`config.mk`:
```
export PLATFORM = sky130hd
export DESIGN_NAME = contador_bcd_dupla_rampa
export DESIGN_NICKNAME = d
export VERILOG_FILES = /design/src/rtl/contador_bcd_dupla_rampa.sv
export SDC_FILE = /design/constraint.sdc
export NUM_CORES = 1
export LEC_CHECK = 0
export CAP_MARGIN = 20
export CORE_UTILIZATION = 49
export CTS_CLUSTER_DIAMETER = 60
export DETAILED_ROUTE_END_ITERATION = 8
export GPL_TIMING_DRIVEN = 0
export PLACE_DENSITY = 0.83
export SLEW_MARGIN = 5
export SYNTH_ARGS = -nofsm -noshare
export SYNTH_HDL_FRONTEND = slang
export SYNTH_SLANG_ARGS = --single-unit
```
`constraint.sdc`:
```
create_clock -name ck -period 1.7 [get_ports ck]
set_input_delay 0.255 -clock ck [delete_from_list [all_inputs] [get_ports ck]]
set_output_delay 0.255 -clock ck [all_outputs]
set_load 0.02 [all_outputs]
```
`src/rtl/contador_bcd_dupla_rampa.sv`:
```
// BCD counter and result latch for the dual-slope converter: counts the fixed
// integration time Tx, flags its end on enb_3, then measures Tm and latches it on ld falling.
module contador_bcd_dupla_rampa #(
    parameter int DIGITS    = 4,
    parameter int TX_DIGITS = 3
) (
    input  logic                  ck,
    input  logic                  rst,
    input  logic                  enb_0,
    input  logic                  rst_s,
    input  logic                  ld,
    output logic                  enb_3,
    output logic [4*DIGITS-1:0]   bcd_out,
    output logic                  ovf,
    output logic                  valid
);

    logic [4*DIGITS-1:0] count_q, count_d;
    logic                tx_done_q, tx_done_d;
    logic                ovf_run_q, ovf_run_d;
    logic                enb_3_q, enb_3_d;
    logic                ld_q;
    logic [4*DIGITS-1:0] bcd_out_q, bcd_out_d;
    logic                ovf_q, ovf_d;
    logic                valid_q, valid_d;
    logic                carry_v;
    logic                ld_fall_s;

    // Counter next state: one synchronous carry chain, cut at TX_DIGITS on the first low rollover
    always_comb begin
        count_d   = count_q;
        tx_done_d = tx_done_q;
        ovf_run_d = ovf_run_q;
        enb_3_d   = 1'b0;
        carry_v   = 1'b1;
        if (rst_s) begin
            count_d   = '0;
            tx_done_d = 1'b0;
            ovf_run_d = 1'b0;
        end else if (enb_0) begin
            for (int i = 0; i < DIGITS; i++) begin
                if (carry_v) begin
                    if ((i == TX_DIGITS) && !tx_done_q) begin
                        // End of Tx: swallow the carry so Tm starts from zero
                        tx_done_d = 1'b1;
                        enb_3_d   = 1'b1;
                        carry_v   = 1'b0;
                    end else if (count_q[4*i +: 4] >= 4'd9) begin
                        count_d[4*i +: 4] = 4'd0;
                    end else begin
                        count_d[4*i +: 4] = count_q[4*i +: 4] + 4'd1;
                        carry_v           = 1'b0;
                    end
                end else begin
                    count_d[4*i +: 4] = count_q[4*i +: 4];
                end
            end
            if (carry_v && tx_done_q) begin
                ovf_run_d = 1'b1;
            end else begin
                ovf_run_d = ovf_run_q;
            end
        end else begin
            count_d = count_q;
        end
    end

    assign ld_fall_s = ld_q & ~ld;

    // Result latch: snapshot of pre-edge count and overrange on ld falling
    always_comb begin
        valid_d = ld_fall_s;
        if (ld_fall_s) begin
            bcd_out_d = count_q;
            ovf_d     = ovf_run_q;
        end else begin
            bcd_out_d = bcd_out_q;
            ovf_d     = ovf_q;
        end
    end

    // State registers
    always_ff @(posedge ck or posedge rst) begin
        if (rst) begin
            count_q   <= '0;
            tx_done_q <= 1'b0;
            ovf_run_q <= 1'b0;
            enb_3_q   <= 1'b0;
            ld_q      <= 1'b0;
            bcd_out_q <= '0;
            ovf_q     <= 1'b0;
            valid_q   <= 1'b0;
        end else begin
            count_q   <= count_d;
            tx_done_q <= tx_done_d;
            ovf_run_q <= ovf_run_d;
            enb_3_q   <= enb_3_d;
            ld_q      <= ld;
            bcd_out_q <= bcd_out_d;
            ovf_q     <= ovf_d;
            valid_q   <= valid_d;
        end
    end

    assign enb_3   = enb_3_q;
    assign bcd_out = bcd_out_q;
    assign ovf     = ovf_q;
    assign valid   = valid_q;

endmodule
```
==> out/results.ini, run 1 <==
[setup_path]
slowest_stage = dfrtp_1
cp_top_family = simple AND/OR/NAND/NOR gates
arrival_ps = 1960
path_cells = inv_2 -> ha_4 -> or3b_4 -> a21o_1 -> or3_1 -> o211ai_1
critical_path_class = flop to flop
crit_buf_inv = 1
crit_path_end_kind = flop
crit_fanout = 4
critical-path-max-stage-delay_ps = 420
cp.required_ps = 1900
cp-start-kind = flop

[floorplanning]
dieArea_mm2 = 0.004045
die_y_um = 63.60
rows = 22
core_mm2 = 0.003661
top_level_ports = 24
start_util_pct = 50.79
die_w_um = 63.60

[global_routing]
use_met3_pct = 4.348
grt_antenna_before_repair = 0
use_met2_pct = 36.70
grt_first_pass_wirelength_mm = 6.831
grt_max_degree = 39
use_met1_pct = 29.21
top_usage_layer = met2
first_global_vias = 1415
grt_overflow = 0
gr-usage-all-layers_pct = 22.31

[worst_hold_path]
hp-class = input port to flop

[sta]
worstMarginPinSlew_ps = 787.7
finalCritPeriodShare_pct = 103.6
rsz0062_at_grt = true
finalSetupViolCount = 5
setup_slack_ps = -61.27
hold_viol_final = 0
relSlewSlack_pct = 47.41
clock_skew_ps = 3.167
fmax_ghz = 0.5678
finalCriticalPeriod_ps = 1761
drv_slew = 0

[layout]
syn_to_final_growth_pct = 33.45
drive_above_1_share_pct = 31.67
fin_util_pct = 67.77
n_antenna_cell = 0
fin_area_mm2 = 0.002481
nets = 239

[placement]
dp_hpwl_mm = 2.588
gp_congestion = 0.7766
io_buffers = 22
place_area_mm2 = 0.002140

[synthesis]
synth_edf_count = 0
synth-async-reset-ratio_pct = 100.0
synth_top_area_share_pct = 51.14
synthDistinctLibCells = 39
synth.largest_area_cell = dfrtp_1
synth_most_common_cell = dfrtp_1
synth-seq-cells = 38
synth_fp_nets = 192
synth_cells = 175
synthFlopType = dfrtp_1
seq_area_frac_synth_pct = 51.14
synth.area.top_cells = dfrtp_1 51%, ha_1 8.1%, mux2_2 4.2%, nand2_1 3.8%, inv_1 3.6%
avgSynthCellArea_um2 = 10.62
synth_area_mm2 = 0.001859
synth_common_cells = 38 x dfrtp_1, 19 x nand2_1, 18 x inv_1
ys_warn_count = 0

[drt]
drc_errors = 1
totalWireLength_mm = 4.925
routedWlPerCell_um = 18.31
vias_per_cell = 5.851
ant_nets = 0
vias = 1574
drt_iter0_drc = 159
first_pass_iters = 7

[clock_network]
clk_latency_ps = 290
clk_pin_slew_ps = 70
root_buffer = clkbuf_8
holdBufCountCts = 0
cts_made_buffers = 5
h-tree-depth = 2
clock-sinks = 38
cts_tree = yes
clk_path_buf_depth = 2

[status]
status = finished with violations
violations = design-rule violations, negative setup slack

[power]
peakVddDrop_mv = 0.4069
power_density_mw_per_mm2 = 695.5
leakagePower_nw = 1.101

[run]
cap_violations = 0

## per-stage QoR
| step | power, mW | setup slack (ps) | hold WS (ps) | std cells | setup TNS (ps) |
|---|---|---|---|---|---|
| floorplan | 1.048 | 72.20 | 286.4 | 175 | 0 |
| global placement | 1.099 | -226.6 | 454.5 | 245 | -10270 |
| detailed placement | 1.103 | -239.8 | 469.9 | 245 | -2300 |
| CTS | 1.700 | -9.592 | 373.6 | 258 | -30.27 |
| global route | 1.790 | -91.56 | 427.7 | 269 | -502.5 |
| finish | 1.726 | -61.27 | 410.1 | 269 | -169.5 |
## power by group
part / total, mW / internal (mW) / leakage, nW / switching (mW)
Combinational: 0.176 / 0.0721 / 0.535 / 0.104
Clock: 0.610 / 0.313 / 0.0431 / 0.298
Sequential: 0.939 / 0.923 / 0.522 / 0.0157
Total: 1.73 / 1.31 / 1.10 / 0.418
## per-layer routing
metal,vias to the layer above,part of all wire (%)
met2,79,49
met4,0,4.1
li1,702,-
met3,23,4.6
met5,-,0
met1,770,42
## sequential cells by signal (all words and copies together) (netlist names)
signal     count
enb_3          1
tx_done_q      1
valid          1
ld_q           1
ovf_run_q      1
ovf            1
count_q       16
bcd_out       16
## final cells by class
type / instances / area (µm²)
fillers: 254 / 1180
flip-flops and latches: 38 / 952.2
multi-input cells: 112 / 927.1
repair buffers: 40 / 355.3
clock buffers: 6 / 82.58
inverters: 18 / 67.56
well taps: 48 / 60.06
plain buffers: 7 / 36.28
## cells in the final DEF (no fill, tap or decap), types with 2 or more instances in the layout
| cell | instances |
|---|---|
| mux2_2 | 7 |
| o21ai_0 | 13 |
| a21o_1 | 2 |
| or3b_4 | 3 |
| o21ai_2 | 3 |
| clkbuf_1 | 3 |
| clkbuf_8 | 6 |
| ha_2 | 2 |
| ha_4 | 2 |
| a21oi_1 | 3 |
| buf_2 | 2 |
| nand3_1 | 3 |
| ha_1 | 8 |
| o211ai_1 | 3 |
| o2bb2ai_1 | 3 |
| a41o_1 | 2 |
| nand2_1 | 19 |
| inv_1 | 10 |
| a21oi_2 | 4 |
| nand4_1 | 5 |
| clkdlybuf4s50_1 | 22 |
| nor2_1 | 4 |
| a211oi_2 | 3 |
| mux2i_1 | 2 |
| dfrtp_1 | 37 |
| nor3_1 | 3 |
| buf_4 | 20 |
| inv_2 | 8 |
## final timing paths
kind | slack, ps | cells past startpoint | from | endpoint
setup / recovery | -60 | 6 | count_q[9] | count_q[10]
min in group asynchronous | 430 | 2 | rst | valid
hold / removal | 410 | 3 | rst_s | count_q[14]
setup reg to reg | -60 | 6 | count_q[9] | count_q[10]
max in group asynchronous | 730 | 2 | rst | count_q[4]
hold reg to reg | 480 | 2 | bcd_out[12] | bcd_out[12]
## worst register-to-register path: cells and delay by family, from the launching register on
family | cells | cell delay [ps]
AOI/OAI and AO/OA | 2 | 280
and+or+nand+nor | 2 | 700
adders and majority gates | 1 | 150
DFF | 1 | 420
buffers and inverters | 1 | 120
## kinds of logic (layout without fill, tap and decap cells)
family	after synthesis	count (layout)	share of synthesized area (%)
simple gates	48	48	14.47
compound gates	42	42	15.07
flops	38	38	51.14
buf+inv	25	71	5.450
fa+ha+maj	12	12	8.075
mux	9	9	5.317
xor+xnor	1	1	0.4711
## what timing repair did
| item | CTS | global route |
|---|---|---|
| resized for setup | 8 | 25 |
| endpoints found under the setup margin | 12 | 16 |
| setup buffers | 7 | 11 |
| pin swaps | 3 | 12 |
(Power assumes the default switching activity.)
==> run 2, diff against run 1 <==
--- a/config.mk
+++ b/config.mk
@@ -6,11 +6,14 @@
 export NUM_CORES = 1
 export LEC_CHECK = 0
 export CAP_MARGIN = 20
-export CORE_UTILIZATION = 49
+export CELL_PAD_IN_SITES_DETAIL_PLACEMENT = 1
+export CELL_PAD_IN_SITES_GLOBAL_PLACEMENT = 2
+export CORE_UTILIZATION = 32
 export CTS_CLUSTER_DIAMETER = 60
 export DETAILED_ROUTE_END_ITERATION = 8
 export GPL_TIMING_DRIVEN = 0
 export PLACE_DENSITY = 0.83
+export RECOVER_POWER = 25
 export SLEW_MARGIN = 5
 export SYNTH_ARGS = -nofsm -noshare
 export SYNTH_HDL_FRONTEND = slang
==> run 2 against run 1 <==
Effect of this change:
- the run now ends clean
- clock skew grew 4.9 ps
- first-iteration DRC count shrank 69%
- via count shrank 8.1%
- clock-buffer cell count is the same
- critical path depth is the same
- combinational power shrank 3%
- clock power grew 55%
- total power grew 19%
- global-route usage shrank 6.3 points
- register-to-register slack gained 110 ps
- core utilization shrank 22 points
- sequential power shrank 0.4%
- critical path type unchanged
- largest cell class unchanged
==> out/results.ini, run 2 (synthesis results as in run 1) <==
[global_routing]
grt_antenna_before_repair = 0
grt_first_pass_wirelength_mm = 7.458
grt_overflow = 0
first_global_vias = 1512
gr-usage-all-layers_pct = 15.99
grt_max_degree = 39

[setup_path]
critical-path-max-stage-delay_ps = 420
cp.required_ps = 1910
cp-start-kind = flop
arrival_ps = 1870
path_cells = inv_2 -> ha_1 -> or3b_4 -> a21o_1 -> or3_1 -> o211ai_1
crit_path_end_kind = flop
reg2regPathDepth = 6
crit_fanout = 3
critical_path_class = flop to flop
timing.reg2reg.setup_slack_ps = 50
r2r-start = count_q[8]
slowest_stage = dfrtp_1
reg2reg_to = count_q[10]

[drt]
totalWireLength_mm = 4.511
first_pass_iters = 4
vias_per_cell = 4.918
vias = 1446
drt_iter0_drc = 49
ant_nets = 0
routedWlPerCell_um = 15.34
drc_errors = 0

[sta]
setup_slack_ps = 46.41
fin_tns_setup_ps = 0
worstMarginPinSlew_ps = 817.7
finalSetupViolCount = 0
hold_viol_final = 0
clock_skew_ps = 8.092
rsz0062_at_grt = true
fmax_ghz = 0.6047
finalCriticalPeriod_ps = 1654
relSlewSlack_pct = 45.41
finalCritPeriodShare_pct = 97.27
drv_slew = 0

[clock_network]
h-tree-depth = 2
clk_latency_ps = 290
cts_made_buffers = 5
clk_pin_slew_ps = 80
root_buffer = clkbuf_8
cts_tree = yes
clock-sinks = 38
clk_path_buf_depth = 2

[layout]
mostFrequentLayoutCells = 37 x dfrtp_1, 20 x clkdlybuf4s50_1, 19 x nand2_1, 19 x buf_4
syn_to_final_growth_pct = 36.94
nets = 238
drive_above_1_share_pct = 28.83
n_antenna_cell = 0
final_common_cell = dfrtp_1

[power]
peakVddDrop_mv = 0.3548
clkPwrFrac_pct = 46.1
switching_share_pct = 21.18
power_density_mw_per_mm2 = 806.1
p_seq_share_pct = 45.6
switching_power_uw = 434.7
combPwrFrac_pct = 8.3
leakagePower_nw = 1.133
p_int_mw = 1.618

[floorplanning]
die_y_um = 78.23
die_w_um = 78.23
core_mm2 = 0.005540
start_util_pct = 33.56
rows = 27
top_level_ports = 24
dieArea_mm2 = 0.006119

[worst_hold_path]
whs_path_depth = 3
worstHoldEndpoint = count_q[15]
hp-class = input port to flop
min_from = rst_s

[placement]
gp_congestion = 0.7975
io_buffers = 22
dp_hpwl_mm = 2.935
place_ws_ps = -273.3

[status]
status = finished clean

[run]
cap_violations = 0

run 2: changes by cell type in the layout (fill, tap and decap cells not counted), moves of 2 or more:
| cell | before | now |
|---|---|---|
| a21oi_1 | 3 | 7 |
| ha_1 | 8 | 10 |
| ha_4 | 2 | 0 |
| a21oi_2 | 4 | 0 |
| inv_2 | 8 | 6 |
| inv_1 | 10 | 12 |
| dlygate4sd3_1 | 0 | 2 |
| bufinv_16 | 0 | 2 |
| clkdlybuf4s50_1 | 22 | 20 |
run 2: per-layer routing:
metal | up-vias | routed length (µm) | global-route usage (%)
li1 | 707 | - | -
met1 | 709 | 2032 | 19.94
met2 | 24 | 2261 | 26.58
met3 | 6 | 143 | 3.953
met4 | 0 | 73 | 6.111
met5 | - | 0 | 0
run 2: worst max-delay path by stage:
stage                          start           to  slack [ps]  depth (start not counted)
final                     count_q[8]  count_q[10]          50                          6
after global routing      count_q[0]   count_q[2]         -40                          5
after CTS                 count_q[1]   count_q[2]        -0.6                          6
after detailed placement          ld  bcd_out[14]        -270                          5
after global placement           rst   bcd_out[8]        -310                          2
after floorplan           count_q[8]  count_q[10]          70                          6
run 2: what timing repair did:
action,CTS,global route
pin swaps,2,9
setup buffers,5,13
gates resized for setup,10,17
hold buffers,0,0
setup endpoints to repair,14,25
run 2: through the flow:
| step | std cells | cell area, µm² | total power [mW] | hold WS, ps | util [%] |
|---|---|---|---|---|---|
| after CTS | 282 | 2390 | 2.089 | 377.0 | 43.13 |
| after global routing | 294 | 2546 | 2.153 | 417.7 | 45.96 |
| after global placement | 269 | 2170 | 1.108 | 462.4 | 39.16 |
| after detailed placement | 269 | 2170 | 1.111 | 469.0 | 39.16 |
| after floorplan | 175 | 1859 | 1.048 | 286.4 | - |
| final | 294 | 2546 | 2.052 | 382.7 | 45.96 |
run 2: critical path, delay by kind of cell (launching register included):
family,cells,cell delay (ps)
AND/OR/NAND/NOR,2,680
AO/OA/AOI/OAI,2,260
adder cells (fa/ha/maj),1,140
buffers and inverters,1,90
flip-flops,1,420
run 2: power groups by stage:
stage / Clock, mW / Combinational [mW] / Sequential [mW]
6_report: 0.947 / 0.171 / 0.935
5_1_grt: 1.03 / 0.190 / 0.937
4_1_cts: 0.987 / 0.167 / 0.936
3_5_place_dp: 0 / 0.157 / 0.954
3_3_place_gp: 0 / 0.154 / 0.954
2_1_floorplan: 0 / 0.0834 / 0.965
run 2: area by class of cell:
class	instances	area (µm²)
timing repair buffer	40	355.3
clock buffer	6	82.58
buffer	6	36.28
sequential	38	952.2
inverter	18	67.56
clock inverter	2	60.06
multi-input combinational	112	902.1
fill	627	2994
tap	72	90.09
